## src/rtl/mlp_seq_pkg.sv

```systemverilog
// Shared types and default constants for the MLP feature sequencer.
// Holds the sequencer state enum and the classifier's default frame geometry.
package mlp_seq_pkg;

    typedef enum logic [1:0] {
        ST_COLLECT = 2'd0,
        ST_SETTLE  = 2'd1,
        ST_OUTPUT  = 2'd2
    } seq_state_e;

    localparam int N_FEAT  = 11;
    localparam int FEAT_W  = 4;
    localparam int CLS_W   = 3;
    localparam int N_CLASS = 6;

endpackage

```

## src/rtl/mlp_feature_sequencer_packer.sv

```systemverilog
// Feature packer: slot register file plus write index for one feature frame.
// Each write lands in slot idx; clear returns idx to 0 without touching slots.
module feature_packer #(
    parameter int N_FEAT = mlp_seq_pkg::N_FEAT,
    parameter int FEAT_W = mlp_seq_pkg::FEAT_W
) (
    input  logic                     clk,
    input  logic                     rst,
    input  logic                     we_i,
    input  logic                     clr_i,
    input  logic [FEAT_W-1:0]        data_i,
    output logic [N_FEAT*FEAT_W-1:0] feat_o,
    output logic                     full_o
);
    localparam int IDX_W = (N_FEAT > 1) ? $clog2(N_FEAT) : 1;

    logic [IDX_W-1:0]         idx_q, idx_d;
    logic [N_FEAT*FEAT_W-1:0] feat_q, feat_d;

    always_comb begin
        feat_d = feat_q;
        idx_d  = idx_q;
        if (we_i) begin
            for (int k = 0; k < N_FEAT; k++) begin
                if (idx_q == IDX_W'(k)) begin
                    feat_d[k*FEAT_W +: FEAT_W] = data_i;
                end
            end
        end
        // Clear wins over increment so the frame-closing write restarts at slot 0.
        if (clr_i) begin
            idx_d = '0;
        end else if (we_i) begin
            idx_d = idx_q + IDX_W'(1);
        end
    end

    always_ff @(posedge clk) begin
        if (rst) begin
            idx_q  <= '0;
            feat_q <= '0;
        end else begin
            idx_q  <= idx_d;
            feat_q <= feat_d;
        end
    end

    assign feat_o = feat_q;
    assign full_o = (idx_q == IDX_W'(N_FEAT - 1));

endmodule

```

## src/rtl/mlp_feature_sequencer.sv

```systemverilog
// Stream front end for the MLP classifier core: packs features, holds the vector
// while the core settles, captures the class and offers it on a result port.
module mlp_feature_sequencer #(
    parameter int N_FEAT  = mlp_seq_pkg::N_FEAT,
    parameter int FEAT_W  = mlp_seq_pkg::FEAT_W,
    parameter int CLS_W   = mlp_seq_pkg::CLS_W,
    parameter int N_CLASS = mlp_seq_pkg::N_CLASS,
    parameter int SETTLE  = 2
) (
    input  logic                     clk,
    input  logic                     rst,
    input  logic                     s_valid,
    output logic                     s_ready,
    input  logic [FEAT_W-1:0]        s_data,
    input  logic                     s_last,
    output logic [N_FEAT*FEAT_W-1:0] feat_o,
    input  logic [CLS_W-1:0]         cls_i,
    output logic                     m_valid,
    input  logic                     m_ready,
    output logic [CLS_W-1:0]         m_class,
    output logic                     m_oob,
    output logic                     err_o,
    output logic [15:0]              frame_cnt,
    output logic [1:0]               dbg_state_o
);
    import mlp_seq_pkg::*;

    // Handshakes: a transfer happens on a rising edge where valid and ready are
    // both high; ready never looks at valid and valid never looks at ready.

    seq_state_e       state_q, state_d;
    logic [3:0]       cnt_q, cnt_d;
    logic             ready_q;
    logic             err_q, err_d;
    logic [CLS_W-1:0] cls_q, cls_d;
    logic             oob_q, oob_d;
    logic [15:0]      fcnt_q, fcnt_d;

    logic s_hs;
    logic wr_en;
    logic pk_clr;
    logic pk_full;

    assign s_hs = s_valid & ready_q;

    always_comb begin
        state_d = state_q;
        cnt_d   = cnt_q;
        err_d   = 1'b0;
        cls_d   = cls_q;
        oob_d   = oob_q;
        fcnt_d  = fcnt_q;
        wr_en   = 1'b0;
        pk_clr  = 1'b0;
        case (state_q)
            ST_COLLECT: begin
                if (s_hs) begin
                    wr_en  = 1'b1;
                    pk_clr = pk_full | s_last;
                    if (pk_full && s_last) begin
                        state_d = ST_SETTLE;
                        cnt_d   = 4'd0;
                    end else if (pk_full || s_last) begin
                        err_d = 1'b1;
                    end
                end
            end
            ST_SETTLE: begin
                cnt_d = cnt_q + 4'd1;
                if (cnt_q == 4'(SETTLE - 1)) begin
                    cls_d   = cls_i;
                    oob_d   = (int'(cls_i) >= N_CLASS);
                    state_d = ST_OUTPUT;
                end
            end
            ST_OUTPUT: begin
                if (m_ready) begin
                    fcnt_d  = fcnt_q + 16'd1;
                    state_d = ST_COLLECT;
                end
            end
            default: state_d = ST_COLLECT;
        endcase
    end

    // ready is registered so it stays low for the whole reset and comes up one edge later.
    always_ff @(posedge clk) begin
        if (rst) begin
            state_q <= ST_COLLECT;
            cnt_q   <= 4'd0;
            ready_q <= 1'b0;
            err_q   <= 1'b0;
            cls_q   <= '0;
            oob_q   <= 1'b0;
            fcnt_q  <= 16'd0;
        end else begin
            state_q <= state_d;
            cnt_q   <= cnt_d;
            ready_q <= (state_d == ST_COLLECT);
            err_q   <= err_d;
            cls_q   <= cls_d;
            oob_q   <= oob_d;
            fcnt_q  <= fcnt_d;
        end
    end

    feature_packer #(
        .N_FEAT (N_FEAT),
        .FEAT_W (FEAT_W)
    ) u_packer (
        .clk    (clk),
        .rst    (rst),
        .we_i   (wr_en),
        .clr_i  (pk_clr),
        .data_i (s_data),
        .feat_o (feat_o),
        .full_o (pk_full)
    );

    assign s_ready     = ready_q;
    assign m_valid     = (state_q == ST_OUTPUT);
    assign m_class     = cls_q;
    assign m_oob       = oob_q;
    assign err_o       = err_q;
    assign frame_cnt   = fcnt_q;
    assign dbg_state_o = state_q;

endmodule

```

## config.mk

```make
export PLATFORM = sky130hd
export DESIGN_NAME = mlp_feature_sequencer
export DESIGN_NICKNAME = d
export VERILOG_FILES = /design/src/rtl/mlp_seq_pkg.sv /design/src/rtl/mlp_feature_sequencer_packer.sv /design/src/rtl/mlp_feature_sequencer.sv
export SDC_FILE = /design/constraint.sdc
export NUM_CORES = 1
export LEC_CHECK = 0
export CORE_ASPECT_RATIO = 1.4
export CORE_MARGIN = 2
export CORE_UTILIZATION = 52
export CTS_CLUSTER_DIAMETER = 40
export CTS_CLUSTER_SIZE = 24
export DETAILED_ROUTE_END_ITERATION = 10
export PLACE_DENSITY = 0.91
export SLEW_MARGIN = 20
export SYNTH_ARGS = -nofsm -noshare
export SYNTH_HDL_FRONTEND = slang
export SYNTH_SLANG_ARGS = --single-unit
```

## constraint.sdc

```tcl
create_clock -name clk -period 5.4 [get_ports clk]
set_clock_uncertainty 0.2 [all_clocks]
set_input_delay 0.81 -clock clk [delete_from_list [all_inputs] [get_ports clk]]
set_output_delay 0.81 -clock clk [all_outputs]
set_load 0.05 [all_outputs]
```

==> results.sh, run 1 <==
export IMPL_avgViaCountPerCell=5.473
export IMPL_fin_setup_tns_ps=0
export IMPL_detailedRoute_firstPassIterationCount=4
export IMPL_synth_avg_cell_area_um2=9.222
export IMPL_combPwrFrac_pct=4.9
export IMPL_fillerInstances=439
export IMPL_chipHeight_um=96.28
export IMPL_ys_seq_elements=76
export IMPL_hold_path_class="reg -> reg"
export IMPL_ir_worst_vdd_v=0.0001843
export IMPL_hold_viol=0
export IMPL_maximum_number_of_pins_on_one_net_before_global_route_repair=59
export IMPL_placed_cell_count=467
export IMPL_final_min_clock_period_ps=3076
export IMPL_hpwl_um=5198
export IMPL_grt_antenna_before_repair=0
export IMPL_crit_path_cell_trace="nand2b_1 > inv_1 > clkdlybuf4s50_1"
export IMPL_post_cts_hold_buffer_count=0
export IMPL_final_instance_count_excl_fill=482
export IMPL_synth_cells=343
export IMPL_floorplan_core_area_um2=5863
export IMPL_setup_worst_path_end_class="output port"
export IMPL_clock_sinks=76
export IMPL_r2r_slack_ps=3030
export IMPL_root_buffer_cell="clkbuf_8"
export IMPL_ant_cells=0
export IMPL_synth_seq_area_share_pct=48.10
export IMPL_initial_core_util_pct=53.95
export IMPL_netSwitchingFraction_pct=22.59
export IMPL_die_width_um=69.92
export IMPL_cts_path_max_buffers=2
export IMPL_period_utilization_post_route_pct=56.97
export IMPL_run_status="finished clean"
export IMPL_syn2layout_area_growth_pct=30.97
export IMPL_synthDominantCellAreaShare_pct=48.10
export IMPL_cts_reportedPaths_clkPinSlew_ps=70
export IMPL_layout_drive_gt1_share_pct=6.553
export IMPL_required_ps=4390
export IMPL_psw_uw=233.9
export IMPL_antenna_left=0
export IMPL_max_slew_vio_count=0
export IMPL_cellLeakagePower_uw=0.001522
export IMPL_power_frac_seq_pct=54.6
export IMPL_dr_total_vias=2638
export IMPL_worstSetupStartpointType="register"
export IMPL_max_clock_freq_ghz=0.3251
export IMPL_grt_first_pass_wirelength_um=11960
export IMPL_timing_slew_headroom_pct=52.58
export IMPL_rsz0062_at_grt="no"
export IMPL_fin_nets=427
export IMPL_pwr_density_cell_nw_per_um2=249.9
export IMPL_track_usage_pct=22.51
export IMPL_cellInternalPower_uw=801.4
export IMPL_async_flop_share_pct=0
export IMPL_setup_violations_final=0
export IMPL_syn_area_um2=3163
export IMPL_numCtsBuffers=9
export IMPL_timing_worst_slew_pin_value_ps=705.9
export IMPL_detailedRoute_firstIterationViolations=151
export IMPL_synth_area_top_cells="dfxtp_1, mux2i_1, nor2_1"
export IMPL_route_final_wire_length_um=7377
export IMPL_postSynth_topFlopCell="dfxtp_1"
export IMPL_globalRouteOverflowTotal=0
export IMPL_worst_ep_arrival_time_ps=2070
export IMPL_boundaryPins=81
export IMPL_remaining_routing_drc_violations=0
export IMPL_finalWeightedCongestion=0.8500
export IMPL_post_cts_resize_count=0
export IMPL_clock_tree_htree_level_count=3
export IMPL_critPathMaxFanout=10
export IMPL_syn_nets=362
export IMPL_cts_setup_buffers=0
export IMPL_synth_enable_flop_cells=0
export IMPL_number_of_distinct_library_cells_after_synthesis=44
export IMPL_clock_latency_ps=340
export IMPL_ys_warnings_count=0
export IMPL_crit_path_top_delay_cell="clkdlybuf4s50_1"
export IMPL_tritoncts_clock_tree="yes"
export IMPL_pwr_share_clk_pct=40.5
export IMPL_biggest_cell_delay_along_the_critical_path_ps=810
export IMPL_io_buffers=80
export IMPL_wl_per_cell_um=15.30
export IMPL_first_global_vias=2610
export IMPL_design_die_area_um2=6731
export IMPL_max_cap_violations=0
export IMPL_floorplan_rows=33
export IMPL_synth_largest_area_cell="dfxtp_1"
export IMPL_start_to_end_type_of_the_worst_setup_path="reg -> out"
-- worst paths after layout --
path / start / endpoint / cells after the start
setup / recovery: dbg_state_o[1] / m_valid / 3
setup reg to reg: dbg_state_o[1] / u_packer.feat_o[19] / 4
hold / removal: m_class[0] / m_class[0] / 2
hold reg to reg: m_class[0] / m_class[0] / 2
-- critical path, delay by kind of cell, from the launching register on --
family / cells / cell delay (ps)
buffers and inverters: 2 / 960
DFF: 1 / 540
and+or+nand+nor: 1 / 220
-- power by group through the flow --
| stage | clock network (uW) | logic, uW | registers, uW |
|---|---|---|---|
| floorplan | 0 | 22.3 | 587 |
| global placement | 0 | 49.4 | 578 |
| detailed placement | 0 | 50.1 | 578 |
| CTS | 425 | 50.5 | 565 |
| global route | 447 | 53.8 | 565 |
| finish | 419 | 50.8 | 565 |
-- logic make-up (layout without fill, tap and decap cells) --
family | Yosys count | after routing | share of synthesized area (%)
buf+inv | 32 | 101 | 3.995
simple gates | 142 | 142 | 22.31
flops | 76 | 76 | 48.10
xor+xnor | 10 | 10 | 2.769
mux | 45 | 45 | 14.28
fa+ha+maj | 7 | 7 | 2.769
compound gates | 31 | 31 | 5.776
-- Yosys cell counts, types with 5 or more instances --
cell type and number:
dfxtp_1 76, nor2_1 64, mux2i_1 44, clkbuf_1 22
nand2_1 18, a21oi_1 16, nand3_1 15, ha_1 7
nor3_1 6, inv_1 5, nand4_1 5, o31ai_1 5
xnor2_1 5, xor2_1 5
-- cells in the final DEF (no fill, tap or decap), types with 2 or more instances in the layout --
| master | count |
|---|---|
| nor2b_1 | 4 |
| nor3_1 | 6 |
| or4_1 | 4 |
| a31oi_1 | 2 |
| clkinv_2 | 3 |
| clkbuf_8 | 10 |
| nand4_1 | 5 |
| mux2i_1 | 44 |
| a21oi_1 | 16 |
| xnor2_1 | 5 |
| or3_1 | 2 |
| nand3_1 | 15 |
| nor3_2 | 3 |
| inv_1 | 5 |
| o31ai_1 | 5 |
| o21ai_0 | 4 |
| nand2b_1 | 3 |
| nand2_1 | 18 |
| xor2_1 | 5 |
| nor4_1 | 2 |
| nor2_1 | 64 |
| ha_1 | 7 |
| dfxtp_1 | 76 |
| clkdlybuf4s50_1 | 79 |
| and3_1 | 2 |
-- routing by layer --
| layer | up-vias | wire length (um) | track usage (%) |
|---|---|---|---|
| met2 | 81 | 3793 | 41.90 |
| met5 | - | 0 | 0 |
| met1 | 1246 | 2923 | 22.79 |
| li1 | 1298 | - | - |
| met3 | 13 | 532 | 6.911 |
| met4 | 0 | 128 | 11.06 |
-- registers in the layout, summed over array words and instances (netlist names) --
name and flops:
u_packer.feat_o 44, frame_cnt 16, cnt_q 4, u_packer.idx_q 4
m_class 3, dbg_state_o 2, err_o 1, m_oob 1
s_ready 1
-- layout make-up --
| cell class | instances | area [um2] | share of cell area (%) |
|---|---|---|---|
| tap | 70 | 87.58 | 2.114 |
| clock inverter | 5 | 52.55 | 1.268 |
| sequential | 76 | 1521 | 36.73 |
| inverter | 5 | 18.77 | 0.4530 |
| multi-input combinational | 235 | 1521 | 36.73 |
| timing repair buffer | 81 | 803.3 | 19.39 |
| clock buffer | 10 | 137.6 | 3.322 |
-- per-stage QoR --
stage / setup WS, ps / total power (uW) / cell area (um2) / util [%] / hold slack, ps
finish: 2324 / 1035 / 4143 / 70.66 / 254.8
global route: 2240 / 1066 / 4143 / 70.66 / 285.1
CTS: 2338 / 1041 / 4136 / 70.55 / 256.1
detailed placement: 2158 / 628.2 / 3946 / 67.31 / 249.4
global placement: 2203 / 627.3 / 3946 / 67.31 / 240.8
floorplan: 3059 / 608.9 / 3163 / - / 286.5
Note: power is estimated with default switching activity, not from simulation.
==> inputs of run 2 (changes only) <==
CORE_UTILIZATION = 48   (was 52)
PLACE_DENSITY = 0.86   (was 0.91)
clock period = 3 ns   (was 5.4 ns; I/O delays follow)
==> run 2 against run 1 <==
Routed wire length is 4.2% lower. Worst hold slack improved by 12 ps. Combinational power increased by 85%. Register-to-register slack lost 2100 ps. Global-route usage shrank 2.3 points. Power rose by 91%. Cell area up 1.8%. Sequential power up 81%. Count of clock-buffer cells in the layout rose by 1. Critical path type unchanged.
==> results.sh, run 2 (synthesized netlist as in run 1, its figures left out) <==
export IMPL_antenna_left=0
export IMPL_timing_slew_headroom_pct=53.58
export IMPL_netSwitchingFraction_pct=21.83
export IMPL_max_clock_freq_ghz=0.3711
export IMPL_cts_path_max_buffers=2
export IMPL_largest_register_ffs=44
export IMPL_clock_sinks=76
export IMPL_boundaryPins=81
export IMPL_combPwrFrac_pct=4.8
export IMPL_hold_path_class="reg -> reg"
export IMPL_worst_r2r_path_depth=4
export IMPL_hold_viol=0
export IMPL_initial_core_util_pct=48.80
export IMPL_layout_cell_area_non_filler_um2=4219
export IMPL_setup_violations_final=0
export IMPL_rsz0062_at_grt="no"
export IMPL_route_final_wire_length_um=7068
export IMPL_detailedRoute_firstIterationViolations=141
export IMPL_cellInternalPower_uw=1542
export IMPL_most_common_layout_cells="clkdlybuf4s50_1, dfxtp_1, nor2_1"
export IMPL_critPathMaxFanout=10
export IMPL_tritoncts_clock_tree="yes"
export IMPL_ant_cells=0
export IMPL_cts_reportedPaths_clkPinSlew_ps=80
export IMPL_finalHoldWorstSlack_ps=266.8
export IMPL_fin_setup_tns_ps=0
export IMPL_finalWeightedCongestion=0.8509
export IMPL_r2r_slack_ps=910
export IMPL_cp_launch_point="dbg_state_o[1]"
export IMPL_cts_setup_buffers=0
export IMPL_die_width_um=72.61
export IMPL_floorplan_rows=35
export IMPL_maximum_number_of_pins_on_one_net_before_global_route_repair=45
export IMPL_hpwl_um=5049
export IMPL_start_to_end_type_of_the_worst_setup_path="reg -> out"
export IMPL_detailedRoute_firstPassIterationCount=4
export IMPL_run_status="finished clean"
export IMPL_pwr_share_clk_pct=43.7
export IMPL_rr_startpoint="frame_cnt[3]"
export IMPL_post_cts_hold_buffer_count=0
export IMPL_chipHeight_um=100.1
export IMPL_grt_first_pass_wirelength_um=11620
export IMPL_wl_per_cell_um=14.40
export IMPL_worst_ep_arrival_time_ps=2040
export IMPL_pwr_density_cell_nw_per_um2=467.5
export IMPL_cellLeakagePower_uw=0.001554
export IMPL_setup_ws_ps=305.3
export IMPL_fillerInstances=533
export IMPL_placed_cell_area_um2=3994
export IMPL_track_usage_pct=20.16
export IMPL_root_buffer_cell="clkbuf_8"
export IMPL_grt_antenna_before_repair=0
export IMPL_numCtsBuffers=9
export IMPL_remaining_routing_drc_violations=0
export IMPL_max_cap_violations=0
export IMPL_globalRouteOverflowTotal=0
export IMPL_first_global_vias=2507
export IMPL_post_cts_resize_count=0
export IMPL_max_slew_vio_count=0
export IMPL_power_frac_seq_pct=51.5
export IMPL_pre_cts_slack_ps=502.8
export IMPL_regToRegEndpoint="frame_cnt[12]"
export IMPL_dr_total_vias=2601
export IMPL_syn2layout_area_growth_pct=33.39
export IMPL_worstSetupStartpointType="register"
export IMPL_clock_latency_ps=340
export IMPL_avgViaCountPerCell=5.297
export IMPL_period_utilization_post_route_pct=89.82
export IMPL_timing_worst_slew_pin_value_ps=694.8
export IMPL_fin_nets=431
export IMPL_setup_worst_path_end="m_valid"
export IMPL_setup_worst_path_end_class="output port"
export IMPL_design_die_area_um2=7264
export IMPL_clock_tree_htree_level_count=3
export IMPL_final_min_clock_period_ps=2695
export IMPL_mostFrequentLayoutCell="clkdlybuf4s50_1"
export IMPL_psw_uw=430.7
export IMPL_ir_worst_vdd_v=0.0003799
export IMPL_floorplan_core_area_um2=6481
export IMPL_required_ps=2350
export IMPL_layout_drive_gt1_share_pct=7.194
export IMPL_io_buffers=80
==> run 2: cell type report <==
class,count,area [um2],area share [%]
flip-flops and latches,76,1521,36.06
clock buffers,11,141.4,3.351
well taps,74,92.59,2.195
multi-input cells,235,1515,35.91
repair buffers,85,845.8,20.05
inverters,5,18.77,0.4448
clock inverters,5,83.83,1.987
==> run 2: layer usage <==
metal / GRT usage (%) / up-vias / wire length, um
met3: 6.225 / 5 / 405
met5: 0 / - / 0
met1: 23.13 / 1222 / 2918
li1: - / 1307 / -
met2: 35.17 / 67 / 3688
met4: 6.553 / 0 / 55
==> run 2: power by group through the flow <==
stage / logic [uW] / registers [uW] / clock network, uW
global placement: 93.4 / 1040 / 0
detailed placement: 94.0 / 1040 / 0
CTS: 94.3 / 1020 / 881
floorplan: 40.1 / 1060 / 0
global route: 101 / 1020 / 934
finish: 94.2 / 1020 / 862
==> run 2: metrics by stage <==
step,total power (uW),cells,util (%)
floorplan,1096,343,-
global placement,1134,475,61.62
detailed placement,1135,475,61.62
CTS,1992,491,65.10
global route,2053,491,65.10
finish,1973,491,65.10
==> run 2: how the worst min path moves through the flow <==
stage                    start    endpoint  cells past startpoint  slack, ps
finish              m_class[2]  m_class[2]                      2        270
global route        m_class[1]  m_class[1]                      2        300
CTS                 m_class[2]  m_class[2]                      2        270
detailed placement  m_class[2]  m_class[2]                      2        260
global placement         m_oob       m_oob                      2        240
floorplan             cnt_q[2]    cnt_q[2]                      2        290
==> run 2: critical path, stage by stage, from the launching register on <==
cell	delay, ps
dfxtp_1	520
nand2b_1	200
inv_1	140
clkdlybuf4s50_1	830
